<file path="src/rtl/ysyx_25010008_ifu_prefetch.sv">
// Pipelined instruction fetch: up to DEPTH outstanding AXI4-Lite reads feeding a DEPTH-entry FIFO.
// Optional performance counters are enabled with `define IFU_PERF_EN.
module ysyx_25010008_ifu_prefetch #(
    parameter int unsigned     XLEN     = 32,
    parameter int unsigned     DEPTH    = 4,
    parameter logic [XLEN-1:0] RESET_PC = 32'h3000_0000
) (
    input  logic            clock,
    input  logic            reset,
    input  logic            redirect_valid,
    input  logic [XLEN-1:0] redirect_pc,
    output logic [XLEN-1:0] araddr,
    output logic            arvalid,
    input  logic            arready,
    input  logic [XLEN-1:0] rdata,
    input  logic [1:0]      rresp,
    input  logic            rvalid,
    output logic            rready,
    output logic [XLEN-1:0] inst,
    output logic [XLEN-1:0] inst_pc,
    output logic            inst_fault,
    output logic            inst_valid,
`ifdef IFU_PERF_EN
    output logic [31:0]     perf_fetch,
    output logic [31:0]     perf_drop,
    output logic [31:0]     perf_stall,
`endif
    input  logic            inst_ready
);

    localparam int unsigned PW = (DEPTH > 1) ? $clog2(DEPTH) : 1;
    localparam int unsigned CW = PW + 1;
    localparam int unsigned SW = CW + 1;

    logic [XLEN-1:0] mem_data [DEPTH];
    logic [XLEN-1:0] mem_pc   [DEPTH];
    logic [XLEN-1:0] pc_q     [DEPTH];
    logic [DEPTH-1:0] mem_fault;
    logic [PW-1:0]   wr_ptr, rd_ptr, pq_wr, pq_rd;
    logic [CW-1:0]   count, outstanding, drop;
    logic            halted, stale;
    logic [XLEN-1:0] fetch_pc;

    logic            ar_fire, r_fire, pop, discard, push, hold;
    logic [CW-1:0]   count_nx, out_nx, drop_nx;
    logic            halted_nx, stale_nx, arvalid_nx;
    logic [XLEN-1:0] fetch_pc_nx, araddr_nx;

    assign inst       = mem_data[rd_ptr];
    assign inst_pc    = mem_pc[rd_ptr];
    assign inst_fault = mem_fault[rd_ptr];
    assign inst_valid = (count != '0);

    // Next-state: space is reserved per request so responses are never back-pressured.
    always_comb begin
        ar_fire     = arvalid & arready;
        r_fire      = rvalid & rready;
        pop         = inst_valid & inst_ready;
        hold        = arvalid & ~arready;
        discard     = r_fire & (redirect_valid | (drop != '0));
        push        = r_fire & ~discard;
        out_nx      = outstanding + CW'(ar_fire) - CW'(r_fire);
        count_nx    = count + CW'(push) - CW'(pop);
        halted_nx   = halted | (push & (rresp != 2'b00));
        drop_nx     = drop - CW'(r_fire & (drop != '0)) + CW'(ar_fire & stale);
        stale_nx    = ar_fire ? 1'b0 : stale;
        fetch_pc_nx = (ar_fire & ~stale) ? fetch_pc + XLEN'(4) : fetch_pc;
        if (redirect_valid) begin
            count_nx    = '0;
            halted_nx   = 1'b0;
            drop_nx     = out_nx;
            stale_nx    = hold;
            fetch_pc_nx = redirect_pc & ~XLEN'(3);
        end
        arvalid_nx = arvalid;
        araddr_nx  = araddr;
        if (!hold) begin
            arvalid_nx = ~halted_nx &
                         (({1'b0, count_nx} + {1'b0, out_nx}) < SW'(DEPTH));
            araddr_nx  = fetch_pc_nx;
        end
    end

    always_ff @(posedge clock or negedge reset) begin
        if (!reset) begin
            arvalid     <= 1'b0;
            araddr      <= RESET_PC;
            rready      <= 1'b0;
            fetch_pc    <= RESET_PC;
            count       <= '0;
            outstanding <= '0;
            drop        <= '0;
            halted      <= 1'b0;
            stale       <= 1'b0;
            wr_ptr      <= '0;
            rd_ptr      <= '0;
            pq_wr       <= '0;
            pq_rd       <= '0;
            mem_fault   <= '0;
            for (int i = 0; i < int'(DEPTH); i++) begin
                mem_data[i] <= '0;
                mem_pc[i]   <= '0;
                pc_q[i]     <= '0;
            end
        end else begin
            arvalid     <= arvalid_nx;
            araddr      <= araddr_nx;
            rready      <= 1'b1;
            fetch_pc    <= fetch_pc_nx;
            count       <= count_nx;
            outstanding <= out_nx;
            drop        <= drop_nx;
            halted      <= halted_nx;
            stale       <= stale_nx;
            if (ar_fire) begin
                pc_q[pq_wr] <= araddr;
                pq_wr       <= pq_wr + PW'(1);
            end
            if (r_fire) begin
                pq_rd <= pq_rd + PW'(1);
            end
            if (push) begin
                mem_data[wr_ptr]  <= rdata;
                mem_pc[wr_ptr]    <= pc_q[pq_rd];
                mem_fault[wr_ptr] <= (rresp != 2'b00);
                wr_ptr            <= wr_ptr + PW'(1);
            end
            // A redirect never pushes, so wr_ptr is the post-flush head.
            if (redirect_valid) begin
                rd_ptr <= wr_ptr;
            end else if (pop) begin
                rd_ptr <= rd_ptr + PW'(1);
            end
        end
    end

`ifdef IFU_PERF_EN
    always_ff @(posedge clock or negedge reset) begin
        if (!reset) begin
            perf_fetch <= '0;
            perf_drop  <= '0;
            perf_stall <= '0;
        end else begin
            perf_fetch <= perf_fetch + 32'(push);
            perf_drop  <= perf_drop + 32'(discard);
            perf_stall <= perf_stall + 32'(~inst_valid & inst_ready);
        end
    end
`endif

endmodule

</file>
<file path="config.mk">
export PLATFORM = sky130hd
export DESIGN_NAME = ysyx_25010008_ifu_prefetch
export DESIGN_NICKNAME = d
export VERILOG_FILES = /design/src/rtl/ysyx_25010008_ifu_prefetch.sv
export SDC_FILE = /design/constraint.sdc
export NUM_CORES = 1
export LEC_CHECK = 0
export ABC_AREA = 1
export BUFFER_PORTS_ARGS = -buffer_cell sky130_fd_sc_hd__buf_2
export CAP_MARGIN = 20
export CORE_MARGIN = 4
export CORE_UTILIZATION = 65
export DETAILED_ROUTE_END_ITERATION = 10
export HOLD_SLACK_MARGIN = 0.12
export PLACE_DENSITY = 0.95
export SETUP_SLACK_MARGIN = 0.15
export SLEW_MARGIN = 20
export SYNTH_ARGS = -nofsm -noshare
export SYNTH_HDL_FRONTEND = slang
export SYNTH_SLANG_ARGS = --single-unit
export TNS_END_PERCENT = 20
</file>
<file path="constraint.sdc">
create_clock -name clock -period 7.6 [get_ports clock]
set_clock_uncertainty 0.05 [all_clocks]
set_input_delay 0.76 -clock clock [delete_from_list [all_inputs] [get_ports clock]]
set_output_delay 0.76 -clock clock [all_outputs]
set_load 0.03 [all_outputs]
</file>
==> flow_summary_export.csv <==
group,metric,value,unit
logic_synthesis,synth-compound-area-share,0.150,
clock_network,postCtsHoldBufs,0,
global_routing,gr-usage-met3,0.0559,
pwr,seqPwrFrac,0.393,
sta,timing_hold_violations_final,0,
logic_synthesis,postSynth.asyncResetShare,1.00,
worst_setup_path,cp-end-kind,"output port",
pwr,power.density,431,nW/um2
clock_network,numCtsBuffers,47,
logic_synthesis,syn-cell-area,21100,um2
floorplanning,start_util,0.665,
drt,vias,19100,
logic_synthesis,synth_edf_count,0,
drt,post_drt_wl_per_cell,18.5,um
logic_synthesis,ys_types,37,
job,cap_violations,0,
clock_network,cts_resized,0,
sta,worst_pin_slew,1.14,ns
sta,fmax,254,MHz
drt,wirelength,57800,um
logic_synthesis,yosys.area_share.adder,0.0129,
logic_synthesis,synth.area.mux_share,0,
min_path,hp-class,"input pin to async pin",
clock_network,htreeDepth,2,
floorplanning,die_height,188,um
worst_setup_path,cp_cell_sequence,"clkinv_2 > buf_6 > o21ai_0 > o22ai_1 > buf_2",
logic_synthesis,synth_xor_area_frac,0.00663,
placement,place_congestion,0.943,
run_status,status,"completed",
drt,viasPerCell,6.11,
sta,min_period_over_period,0.517,
global_routing,grt_overflow_total,0,
clock_network,clock_latency,0.56,ns
logic_synthesis,synth_simple_gate_area_frac,0.215,
layout,most-common-layout-cells,"nand2_1, o21ai_0, dfrtp_1",
drt,drcViolationCount,0,
global_routing,grt.met2_usage,0.524,
global_routing,grt_max_degree,132,
logic_synthesis,synth.area.top_cells,"dfrtp_1, nand2_1, o21ai_0",
global_routing,grt_pass1_wl,93400,um
sta,min_period,3.93,ns
placement,numPortBuffers,169,
pwr,leakage,12.0,nW
layout,antenna_cells,0,
pwr,p_total,0.0102,W
logic_synthesis,synth_top_family_by_area,"simple AND/OR/NAND/NOR gates",
global_routing,antenna_found_initial,0,
worst_setup_path,crit_slowest_cell,"buf_6",
sta,rsz0062_at_grt,"no",
logic_synthesis,syn_area_per_cell,8.25,um2
layout,final_common_cell,"nand2_1",
logic_synthesis,synthCells,2562,
floorplanning,ios,172,
sta,setup-tns-final,0,ns
logic_synthesis,syn_nets,2654,
logic_synthesis,yosysTopAreaCell,"dfrtp_1",
drt,dr.pass1.iters,9,
clock_network,post_cts.repair.setup_buffers,0,
logic_synthesis,ys.flop_type,"dfrtp_1",
global_routing,grt.busiest_layer,"met2",
clock_network,cts_tree,"yes",
pwr,p_sw_frac,0.421,
logic_synthesis,ys_seq_area_frac,0.560,
placement,hpwl,33100,um
worst_setup_path,worstPathRequired,6.79,ns
pwr,internal_power,0.00589,W
clock_network,clockRootBuffer,"clkbuf_16",
clock_network,clkTransAtPathRegs,0.06,ns
worst_setup_path,start_kind,"flip-flop",
layout,syn_to_final_growth,11.6,%
pwr,clkPwrFrac,0.229,
clock_network,clockBufferDepth,3,
global_routing,grt_pass1_vias,19000,
clock_network,clock-sinks,473,
floorplanning,rows,65,
pwr,p_sw,0.00428,W
worst_setup_path,cp.arrival,3.12,ns
global_routing,grt_use_met1,0.420,
pwr,vdd.ir_drop.worst,234,uV
logic_synthesis,synth_seq_cells,473,
worst_setup_path,crit_fanout,112,
logic_synthesis,yosysWarnings,0,
floorplanning,core,31800,um2
pwr,comb_power_share,0.378,
floorplanning,dieArea,35500,um2
drt,ant_nets,0,
global_routing,grt_usage,0.318,
layout,n_fill_cell,2047,
sta,finalMaxSlewViolations,0,
worst_setup_path,path_class,"flip-flop to output port",
sta,slew_headroom,0.243,
layout,drive_gt1_frac,0.112,
layout,finalNetCount,2740,
sta,setup_viol,0,
worst_setup_path,cpPeakStageDelay,0.69,ns
floorplanning,dieWidth,188,um
drt,drtIter0Drc,2182,
logic_synthesis,yosysTopAreaCellShare,0.555,
## sequential cells by signal, indices dropped and copies added (netlist names), 3 cells and up
register,flops
araddr,32
count,3
drop,3
fetch_pc,32
mem_data,128
mem_fault,4
mem_pc,128
outstanding,3
pc_q,128
## synthesized netlist by cell type (5+ instances only)
cell type and instances:
nand4_1 9, clkbuf_1 115, inv_1 127, buf_1 5
or2_2 19, a21boi_0 13, nor2_1 242, nand3_1 50
buf_6 6, o21ai_0 480, xor2_1 9, dfrtp_1 469
o22ai_1 97, a21oi_1 5, buf_2 28, xnor2_1 7
ha_1 17, nand2_1 827
## final cells by class
type                            instances  area (um2)  share of cell area
Clock buffer                           70        1340              0.0569
Clock inverter                         17         199             0.00843
Inverter                              133         500              0.0212
Multi-Input combinational cell       1801        8140               0.345
Sequential cell                       473       11800               0.502
Tap cell                              435         544              0.0231
Timing Repair Buffer                  192        1040              0.0439
## worst paths after layout
kind                                     start           end  slack, ns  cells past startpoint
worst min register to register      mem_pc[55]    mem_pc[55]       0.43                      2
worst max register to register         drop[1]       arvalid       4.32                     15
min in group clock              redirect_pc[5]   fetch_pc[5]       0.39                      3
max in group asynchronous                reset     araddr[9]       5.66                      2
worst min-delay path                     reset  mem_data[10]       0.24                      1
worst max-delay path                 rd_ptr[0]   inst_pc[11]       3.67                      5
## worst max-delay path, delay by kind of cell, from the launching register on
kind                   cells  cell delay (ns)
buffers and inverters      3             1.28
DFF                        1             0.64
AOI/OAI and AO/OA          2             0.54
## metal layers
layer,share of wire,routed length [um]
met5,0,0
met4,0.039,2250
met3,0.11,6350
met2,0.47,27300
met1,0.38,21800
## power groups by stage
stage          combinational, W  clock (W)  sequential (W)
6_report                0.00385    0.00233         0.00399
5_1_grt                 0.00421    0.00243         0.00408
4_1_cts                 0.00380    0.00233         0.00397
3_5_place_dp            0.00372          0         0.00398
3_3_place_gp            0.00355          0         0.00392
2_1_floorplan           0.00258          0         0.00392
## stage by stage
step	setup WS [ns]	instances	util	area (um2)	hold WS (ns)
4_1_cts	3.50	3121	0.742	23600	0.283
5_1_grt	3.68	3121	0.742	23600	0.322
2_1_floorplan	4.33	2562	-	21100	0.394
3_5_place_dp	3.79	3034	0.694	22100	0.411
3_3_place_gp	3.90	3034	0.694	22100	0.407
6_report	3.67	3121	0.742	23600	0.236
## logic make-up (layout without fill, tap and decap cells)
kind of cell / count (synthesis) / count (layout)
flip-flops: 473 / 473
AND/OR/NAND/NOR: 1164 / 1164
AO/OA/AOI/OAI: 600 / 600
buffers and inverters: 288 / 412
other: 1 / 1
XOR/XNOR: 16 / 16
adder cells (fa/ha/maj): 20 / 20
Note: power is estimated with default switching activity, not from simulation.
